File: src/rtl/muldiv_unit_pkg.sv
// Shared op codes, FSM states and defaults for the HI/LO multiply/divide unit.
// Imported by muldiv_unit and div_step.
package muldiv_unit_pkg;

  localparam int MD_WIDTH = 32;

  localparam logic [2:0] MD_MULT  = 3'd0;
  localparam logic [2:0] MD_MULTU = 3'd1;
  localparam logic [2:0] MD_DIV   = 3'd2;
  localparam logic [2:0] MD_DIVU  = 3'd3;
  localparam logic [2:0] MD_MTHI  = 3'd4;
  localparam logic [2:0] MD_MTLO  = 3'd5;

  typedef enum logic [1:0] {
    IDLE = 2'd0,
    CALC = 2'd1,
    FIX  = 2'd2
  } md_state_e;

  function automatic logic md_is_signed(
    input logic [2:0] op
  );
    return (op == MD_MULT) || (op == MD_DIV);
  endfunction

endpackage

File: src/rtl/muldiv_unit_div_step.sv
// One restoring-division step: shift in a dividend bit, trial-subtract.
// Relies on rem_in < divisor, so the result always fits WIDTH bits.
module div_step
  import muldiv_unit_pkg::*;
#(
  parameter int WIDTH = MD_WIDTH
) (
  input  logic [WIDTH-1:0] rem_in,
  input  logic             dividend_bit,
  input  logic [WIDTH-1:0] divisor,
  output logic [WIDTH-1:0] rem_out,
  output logic             q_bit
);

  logic [WIDTH:0] shifted;
  logic [WIDTH:0] diff;

  assign shifted = {rem_in, dividend_bit};
  assign diff    = shifted - {1'b0, divisor};
  assign q_bit   = ~diff[WIDTH];
  assign rem_out = q_bit ? diff[WIDTH-1:0]
                         : shifted[WIDTH-1:0];

endmodule

File: src/rtl/muldiv_unit.sv
// Iterative MULT/DIV unit owning HI/LO; MTHI/MTLO write in one edge.
// Define MULDIV_FAST_MUL_EN for a single-cycle native multiply.
module muldiv_unit
  import muldiv_unit_pkg::*;
#(
  parameter int WIDTH = MD_WIDTH
) (
  input  logic             CLK,
  input  logic             RST,
  input  logic             req_valid,
  output logic             req_ready,
  input  logic [2:0]       req_op,
  input  logic [WIDTH-1:0] req_rs,
  input  logic [WIDTH-1:0] req_rt,
  output logic [WIDTH-1:0] hi,
  output logic [WIDTH-1:0] lo,
  output logic             busy,
  output logic             done
);

  localparam int CW = $clog2(WIDTH) + 1;

  md_state_e state_q, state_d;

  logic [2*WIDTH-1:0] acc_q, acc_d;
  logic [WIDTH-1:0]   mcand_q, mcand_d;
  logic [CW-1:0]      cnt_q, cnt_d;
  logic               is_div_q, is_div_d;
  logic               raw_q, raw_d;
  logic               negq_q, negq_d;
  logic               negr_q, negr_d;
  logic [WIDTH-1:0]   hi_q, hi_d;
  logic [WIDTH-1:0]   lo_q, lo_d;
  logic               done_q, done_d;

  logic op_sgn, op_mul, op_div;
  logic op_mthi, op_mtlo;

  assign op_sgn  = md_is_signed(req_op);
  assign op_mul  = (req_op == MD_MULT) ||
                   (req_op == MD_MULTU);
  assign op_div  = (req_op == MD_DIV) ||
                   (req_op == MD_DIVU);
  assign op_mthi = (req_op == MD_MTHI);
  assign op_mtlo = (req_op == MD_MTLO);

  logic [WIDTH-1:0] abs_rs, abs_rt;

  assign abs_rs = (op_sgn & req_rs[WIDTH-1]) ?
                  -req_rs : req_rs;
  assign abs_rt = (op_sgn & req_rt[WIDTH-1]) ?
                  -req_rt : req_rt;

`ifdef MULDIV_FAST_MUL_EN
  logic [2*WIDTH-1:0] ext_rs, ext_rt, fast_prod;

  assign ext_rs = {{WIDTH{op_sgn & req_rs[WIDTH-1]}},
                   req_rs};
  assign ext_rt = {{WIDTH{op_sgn & req_rt[WIDTH-1]}},
                   req_rt};
  assign fast_prod = ext_rs * ext_rt;
`endif

  // Multiply: acc = {partial, multiplier}, shift right.
  logic [WIDTH:0]     mul_add, mul_sum;
  logic [2*WIDTH-1:0] mul_next;

  assign mul_add  = acc_q[0] ? {1'b0, mcand_q} : '0;
  assign mul_sum  = {1'b0, acc_q[2*WIDTH-1:WIDTH]}
                  + mul_add;
  assign mul_next = {mul_sum, acc_q[WIDTH-1:1]};

  // Divide: acc = {remainder, dividend/quotient}.
  logic [WIDTH-1:0]   rem_out;
  logic               q_bit;
  logic [2*WIDTH-1:0] div_next;

  div_step #(
    .WIDTH(WIDTH)
  ) u_div_step (
    .rem_in      (acc_q[2*WIDTH-1:WIDTH]),
    .dividend_bit(acc_q[WIDTH-1]),
    .divisor     (mcand_q),
    .rem_out     (rem_out),
    .q_bit       (q_bit)
  );

  assign div_next = {rem_out,
                     acc_q[WIDTH-2:0],
                     q_bit};

  logic [WIDTH-1:0]   quo, rem;
  logic [2*WIDTH-1:0] prod_neg;

  assign quo      = acc_q[WIDTH-1:0];
  assign rem      = acc_q[2*WIDTH-1:WIDTH];
  assign prod_neg = -acc_q;

  always_comb begin
    state_d  = state_q;
    acc_d    = acc_q;
    mcand_d  = mcand_q;
    cnt_d    = cnt_q;
    is_div_d = is_div_q;
    raw_d    = raw_q;
    negq_d   = negq_q;
    negr_d   = negr_q;
    hi_d     = hi_q;
    lo_d     = lo_q;
    done_d   = 1'b0;
    unique case (state_q)
      IDLE: begin
        if (req_valid) begin
          unique case (1'b1)
            op_mthi: hi_d = req_rs;
            op_mtlo: lo_d = req_rs;
            op_mul: begin
              negq_d = op_sgn &
                       (req_rs[WIDTH-1] ^
                        req_rt[WIDTH-1]);
`ifdef MULDIV_FAST_MUL_EN
              acc_d   = fast_prod;
              raw_d   = 1'b1;
              state_d = FIX;
`else
              acc_d    = {{WIDTH{1'b0}}, abs_rt};
              mcand_d  = abs_rs;
              is_div_d = 1'b0;
              raw_d    = 1'b0;
              cnt_d    = '0;
              state_d  = CALC;
`endif
            end
            op_div: begin
              if (req_rt == '0) begin
                acc_d   = {req_rs, {WIDTH{1'b1}}};
                raw_d   = 1'b1;
                state_d = FIX;
              end else begin
                acc_d    = {{WIDTH{1'b0}}, abs_rs};
                mcand_d  = abs_rt;
                is_div_d = 1'b1;
                raw_d    = 1'b0;
                negq_d   = op_sgn &
                           (req_rs[WIDTH-1] ^
                            req_rt[WIDTH-1]);
                negr_d   = op_sgn & req_rs[WIDTH-1];
                cnt_d    = '0;
                state_d  = CALC;
              end
            end
            default: ;
          endcase
        end
      end
      CALC: begin
        acc_d = is_div_q ? div_next : mul_next;
        cnt_d = cnt_q + CW'(1);
        if (cnt_q == CW'(WIDTH - 1))
          state_d = FIX;
      end
      FIX: begin
        if (raw_q) begin
          {hi_d, lo_d} = acc_q;
        end else if (is_div_q) begin
          lo_d = negq_q ? -quo : quo;
          hi_d = negr_q ? -rem : rem;
        end else begin
          {hi_d, lo_d} = negq_q ? prod_neg : acc_q;
        end
        done_d  = 1'b1;
        state_d = IDLE;
      end
      default: state_d = IDLE;
    endcase
  end

  always_ff @(posedge CLK or negedge RST) begin
    if (!RST) begin
      state_q  <= IDLE;
      acc_q    <= '0;
      mcand_q  <= '0;
      cnt_q    <= '0;
      is_div_q <= 1'b0;
      raw_q    <= 1'b0;
      negq_q   <= 1'b0;
      negr_q   <= 1'b0;
      hi_q     <= '0;
      lo_q     <= '0;
      done_q   <= 1'b0;
    end else begin
      state_q  <= state_d;
      acc_q    <= acc_d;
      mcand_q  <= mcand_d;
      cnt_q    <= cnt_d;
      is_div_q <= is_div_d;
      raw_q    <= raw_d;
      negq_q   <= negq_d;
      negr_q   <= negr_d;
      hi_q     <= hi_d;
      lo_q     <= lo_d;
      done_q   <= done_d;
    end
  end

  assign req_ready = (state_q == IDLE);
  assign busy      = (state_q != IDLE);
  assign hi        = hi_q;
  assign lo        = lo_q;
  assign done      = done_q;

endmodule
File: config.mk
export PLATFORM = sky130hd
export DESIGN_NAME = muldiv_unit
export DESIGN_NICKNAME = d
export VERILOG_FILES = /design/src/rtl/muldiv_unit_pkg.sv /design/src/rtl/muldiv_unit_div_step.sv /design/src/rtl/muldiv_unit.sv
export SDC_FILE = /design/constraint.sdc
export NUM_CORES = 1
export LEC_CHECK = 0
export BUFFER_PORTS_ARGS = -buffer_cell sky130_fd_sc_hd__buf_2
export CORE_ASPECT_RATIO = 1.5
export CORE_MARGIN = 5
export CORE_UTILIZATION = 50
export DETAILED_ROUTE_END_ITERATION = 7
export PLACE_DENSITY = 0.8
export SYNTH_ARGS = -nofsm -noshare
export SYNTH_HDL_FRONTEND = slang
export SYNTH_HIERARCHICAL = 1
export SYNTH_SLANG_ARGS = --single-unit
File: constraint.sdc
create_clock -name CLK -period 10.8 [get_ports CLK]
set_clock_uncertainty 0.1 [all_clocks]
set_input_delay 3.24 -clock CLK [delete_from_list [all_inputs] [get_ports CLK]]
set_output_delay 3.24 -clock CLK [all_outputs]
set_load 0.01 [all_outputs]
After elaboration in Yosys (flattened, before gate mapping)
Cells that the tools add are included.
W data, S select, Z words.
{"block": "classes", "addsub": 8, "n_eq_ne": 15, "mux": 40, "bitwise": 6, "n_reduce_logical": 18}
{"operator": "$mux W32", "count": 15}
{"operator": "$mux W64", "count": 4}
{"operator": "$pmux W64 S2", "count": 2}
{"operator": "$pmux W32 S2", "count": 3}
{"operator": "$neg A32 Y32", "count": 4}
{"operator": "$neg A64 Y64", "count": 1}
{"operator": "$add A32 B32 Y33", "count": 1}
{"operator": "$sub A33 B32 Y33", "count": 1}
{"operator": "$logic_not A32 Y1", "count": 1}
{"operator": "$pmux W6 S2", "count": 2}
{"operator": "$reduce_and A3 Y1", "count": 5}
{"operator": "$mux W6", "count": 2}
{"operator": "$reduce_and A4 Y1", "count": 3}
{"operator": "$pmux W2 S2", "count": 2}
{"operator": "$reduce_bool A2 Y1", "count": 4}
{"operator": "$add A6 B1 Y6 const B", "count": 1}
{"operator": "$eq A3 B2 Y1 const B", "count": 2}
{"operator": "$eq A3 B3 Y1 const B", "count": 2}
{"operator": "$eq A6 B5 Y1 const B", "count": 1}
{"operator": "$mux W2", "count": 3}
{"operator": "$ne A2 B2 Y1 const B", "count": 3}
{"operator": "$pmux W1 S2", "count": 3}
{"operator": "$mux W1", "count": 4}
{"operator": "$ne A2 B1 Y1 const B", "count": 2}
{"operator": "other kinds (11)", "count": 16}
{"block": "totals", "register_bits": 173, "in_bits": 70, "output_inout_bits": 67, "wordCells": 98}

Depth between registers and ports, before layout
{"block": "depth", "word_depth": 8, "mapped_depth": 19, "ltp_nobuf": 17}

Modules after synthesis
Netlist, hierarchy kept.
{"mod": "muldiv_unit", "n_inst": 1, "cells_each": 1653, "area_per_inst_um2": 13322.8, "seq_area_each_um2": 4329.2}
{"mod": "div_step", "n_inst": 1, "cells_each": 305, "area_per_inst_um2": 2358.5, "seq_area_each_um2": 0.0}

Worst setup path before layout
OpenSTA, ideal clock, no wires.
{"block": "synth_timing", "kind": "input to register", "from": "in req_rs[18]", "to": "reg acc_q[28]", "setup_time_ns": 0.126, "arrival_time_ns": 5.596, "t_required_ns": 10.574, "path_slack_ns": 4.978, "path_stages": 9, "n_path_buf": 1, "path_cell_list": "clkbuf_1 > or4_1 > or3_1 > or3_1 > nor4_1 > a21o_1 > xor2_1 > a221oi_1 > a221o_1"}
{"block": "synth_between", "elab_chain_len": 6}
{"item": "start: declaration", "line": "muldiv_unit.sv:13", "source": "input logic [WIDTH-1:0] req_rs,"}
{"item": "$neg A32 Y32", "line": "muldiv_unit.sv:50", "source": "-req_rs : req_rs;"}
{"item": "$mux W32", "line": "muldiv_unit.sv:49", "source": "assign abs_rs = (op_sgn & req_rs[WIDTH-1]) ?"}
{"item": "$mux W64", "line": "muldiv_unit.sv:135", "source": "if (req_rt == '0) begin"}
{"item": "$pmux W64 S2", "line": "muldiv_unit.sv:114", "source": "unique case (1'b1)"}
{"item": "$mux W64", "line": "muldiv_unit.sv:113", "source": "if (req_valid) begin"}
{"item": "$pmux W64 S2", "line": "muldiv_unit.sv:111", "source": "unique case (state_q)"}
{"item": "end signal: assignment", "line": "muldiv_unit.sv:181", "source": "acc_q <= '0;"}
{"item": "end signal: assignment", "line": "muldiv_unit.sv:193", "source": "acc_q <= acc_d;"}
{"item": "end: declaration", "line": "muldiv_unit.sv:25", "source": "logic [2*WIDTH-1:0] acc_q, acc_d;"}
Every way passes these cells. The select of a mux whose other input is x is not followed.
A chain may end at the register's enable or synchronous reset.

Final worst setup path
{"block": "layout_timing", "from": "in req_rt[2]", "to": "reg is_div_q"}
{"block": "layout_between", "elab_chain_len": 3}
{"item": "start: declaration", "line": "muldiv_unit.sv:14", "source": "input logic [WIDTH-1:0] req_rt,"}
{"item": "$logic_not A32 Y1", "line": "muldiv_unit.sv:135"}
{"item": "$ne A2 B2 Y1 (no source line)"}
{"item": "$reduce_and A4 Y1 (no source line)"}
{"item": "end signal: assignment", "line": "muldiv_unit.sv:196", "source": "is_div_q <= is_div_d;"}
{"item": "end: declaration", "line": "muldiv_unit.sv:28", "source": "logic is_div_q, is_div_d;"}
Every way passes these cells.

==> impl_results.md <==
* Largest cells by area after synthesis: dfrtp_1 28%, o21ai_0 6.3%, mux2i_1 5.9%
* Total track usage at a little under a third
* Worst path cell trace: buf_2 > nor4_1 > and4b_1 > nand3_1 > nor3_2 > nand2b_2 > nor2_1 > a21o_1
* Post-CTS setup buffers at 0
* Initial antenna violation count at 1
* Final WL at between 50000 and 60000 um
* Largest net degree at the start of global routing at slightly below 100
* Status: finished clean
* Total CTS buffers at 17
* Routed Antenna Nets at 0
* Fmax at 155 MHz
* CTS tree: yes
* Clock transition at path regs at 0.07 ns
* Post-synth top area cell: dfrtp_1
* Setup crit end kind: flop
* Post-Synthesis Cells at about 2000
* Top_reg_cell synth: dfrtp_1
* CP Data Arrival Time at roughly 6.7 ns
* Vias per inst at about 6.5
* Power density over the cells at ~370 mW/mm^2
* Top-count cell post-synth: o21ai_0
* Port bufs at roughly 140
* Die height at 227 um
* Maximum clock path buffer count at 2
* DIE AREA at 0.0351 sq mm
* Root buffer cell: clkbuf_16
* Synth unique cells at 94
* P_leak at between 7 and 8 nW
* Final Cycle Share at about 60%
* Critical path startpoint category: primary input
* Starting density of the core at 50.5%
* Routed wire per std cell at 23.2 um
* Fin. max-slew vios at 0
* # hold bufs at CTS at 0
* Fill cells at between 2000 and 3000
* Min cycle time layout at 6.45 ns
* Final nets at between 2000 and 2500
* Worst-skew pair later-pin latency at between 0.4 and 0.5 ns
* Vias in the first global route at ~15000
* Critical path type: in2reg
* Slew margin rel. at a little over a fifth
* H-tree levels at 4
* #FFs+latches synth at 173
* Fin cells at 2431
* Largest stage delay, worst path at slightly below 0.9 ns
* Max cap viols at 0
* Sequential area share after synthesis at ~28%
* # setup viols final at 0
* # rows at a little under 80
* Post-cts sizing count at 0
* Hold Path Class: reg2reg
* Cell Area, Synth at 0.0157 sq mm
* Die X at around 150 um
* Final hold violation count at 0
* DRC violations left at 0
* Register area at approximately 0.0043 sq mm
* Sink Count at around 170
* Vias at between 15000 and 20000
* CP required at roughly 11 ns
* Core Footprint at ~0.031 sq mm
* First-pass GRT wire length at about 87000 um
* Post-synth EDFFs at 0
* RSZ-0062 raised after global routing: false
* I/O pin total at between 100 and 150
* GRT overflow at 0
* Synthesized Nets at around 2100
* Avg Inst Size Synth at approximately 8.0 sq um
* Setup tns final at 0 ns
* Pin slew with the least headroom to its limit at approximately 1.2 ns
* Share of cells above drive strength 1 at roughly 13%
* GPL Wtd Cong at 1.03
* Detailed Routing Iterations Pass 1 at 6
* Async S/R FF share, synth at 100%
* DR iter-0 viols at approximately 2200
* Yosys Warn Count at 6
* Area grow syn2layout at 9.37%
* Maximum vdd drop at about 0.18 mV
* DP Cell Count at ~2400
* Reg2reg setup slack at 6.01 ns
* Crit Path Max Fanout at 57
* Post-DP HPWL at about 42000 um
* Post-synth top area share at approximately 28%
* Synth cell count leaders: 197 x o21ai_0, 187 x nand2_1, 173 x dfrtp_1
* CP max-delay cell: nand2b_2
* Area of the multi-input gates at 0.0106 sq mm
layout by cell type (no fill, tap or decap), types with 10 or more instances in the layout:
cell and n:
mux2i_1 92, o21a_1 14, o22a_1 10, a221oi_1 22, a21o_1 31, mux2_2 14
o22ai_1 15, or4_1 10, nor2b_1 17, dfrtp_1 172, o41ai_1 14, o31ai_1 19
xor2_1 94, a22o_1 11, o211ai_1 10, mux2_4 19, nand3_1 42, buf_4 19
and2_1 41, nand4_1 11, o21ai_0 197, ha_1 69, nor3_1 48, or3_1 17
a21oi_1 167, inv_1 66, nor4_1 15, a31oi_1 31, nand2_1 186, xnor2_1 76
a211oi_1 14, and3_1 12, nor2_1 163, clkbuf_16 17, buf_2 135
worst paths after layout:
kind,startpoint,endpoint,depth (start not counted)
max,req_rt[2],is_div_q,8
min,mcand_q[31],mcand_q[31],2
max reg2reg,acc_q[31],acc_q[62],17
min reg2reg,mcand_q[31],mcand_q[31],2
max in group asynchronous,RST,acc_q[8],2
min in group asynchronous,RST,lo[5],1
cell type report:
type,count,share of cell area (%)
diodes,3,0.0438
clock buffers,17,2.48
clock inverters,15,1.22
inverters,68,1.54
multi-input cells,1595,61.7
flip-flops and latches,173,25.2
well taps,405,2.95
repair buffers,155,4.84
stage by stage:
stage	util (%)	total power, mW	hold WS (ns)	worst slack [ns]	instance area, sq um
CTS	55.2	6.27	0.431	4.44	17100
global route	55.2	6.79	0.440	4.17	17100
floorplan	-	4.46	0.353	4.98	15700
global placement	53.2	5.46	0.382	4.09	16500
detailed placement	53.2	5.54	0.415	4.02	16500
finish	55.3	6.36	0.430	4.35	17200
where the power goes:
part | internal (mW) | switching, mW | leakage, nW
clock | 0.392 | 0.301 | 0.312
combinational | 1.76 | 2.46 | 5.17
sequential | 0.970 | 0.485 | 2.11
flip-flops by register name (all words and copies together) (netlist names):
signal    cells
raw_q         1
hi           32
negr_q        1
done          1
cnt_q         6
acc_q        64
mcand_q      32
negq_q        1
is_div_q      1
lo           32
state_q       2
metal layers:
| metal | share of wire, % | vias up | track usage, % |
|---|---|---|---|
| met5 | 0 | - | 0 |
| met4 | 7.1 | 0 | 20.4 |
| li1 | - | 7187 | - |
| met3 | 8.2 | 246 | 4.58 |
| met1 | 38 | 7574 | 38.9 |
| met2 | 47 | 902 | 51.6 |
cell families after synthesis:
kind of cell             after synthesis  share of synthesized area (%)
AND/OR/NAND/NOR                      609                           18.6
adder cells (fa/ha/maj)               71                           5.76
AO/OA/AOI/OAI                        619                           24.6
flip-flops                           173                           27.6
buffers and inverters                190                           5.17
multiplexers                         126                           8.84
XOR/XNOR                             170                           9.49
worst max-delay path, delay by kind of cell:
kind / cells / cell delay [ns]
simple gates: 6 / 3.11
buf+inv: 1 / 0.13
compound gates: 1 / 0.21
Note: power is estimated with default switching activity, not from simulation.
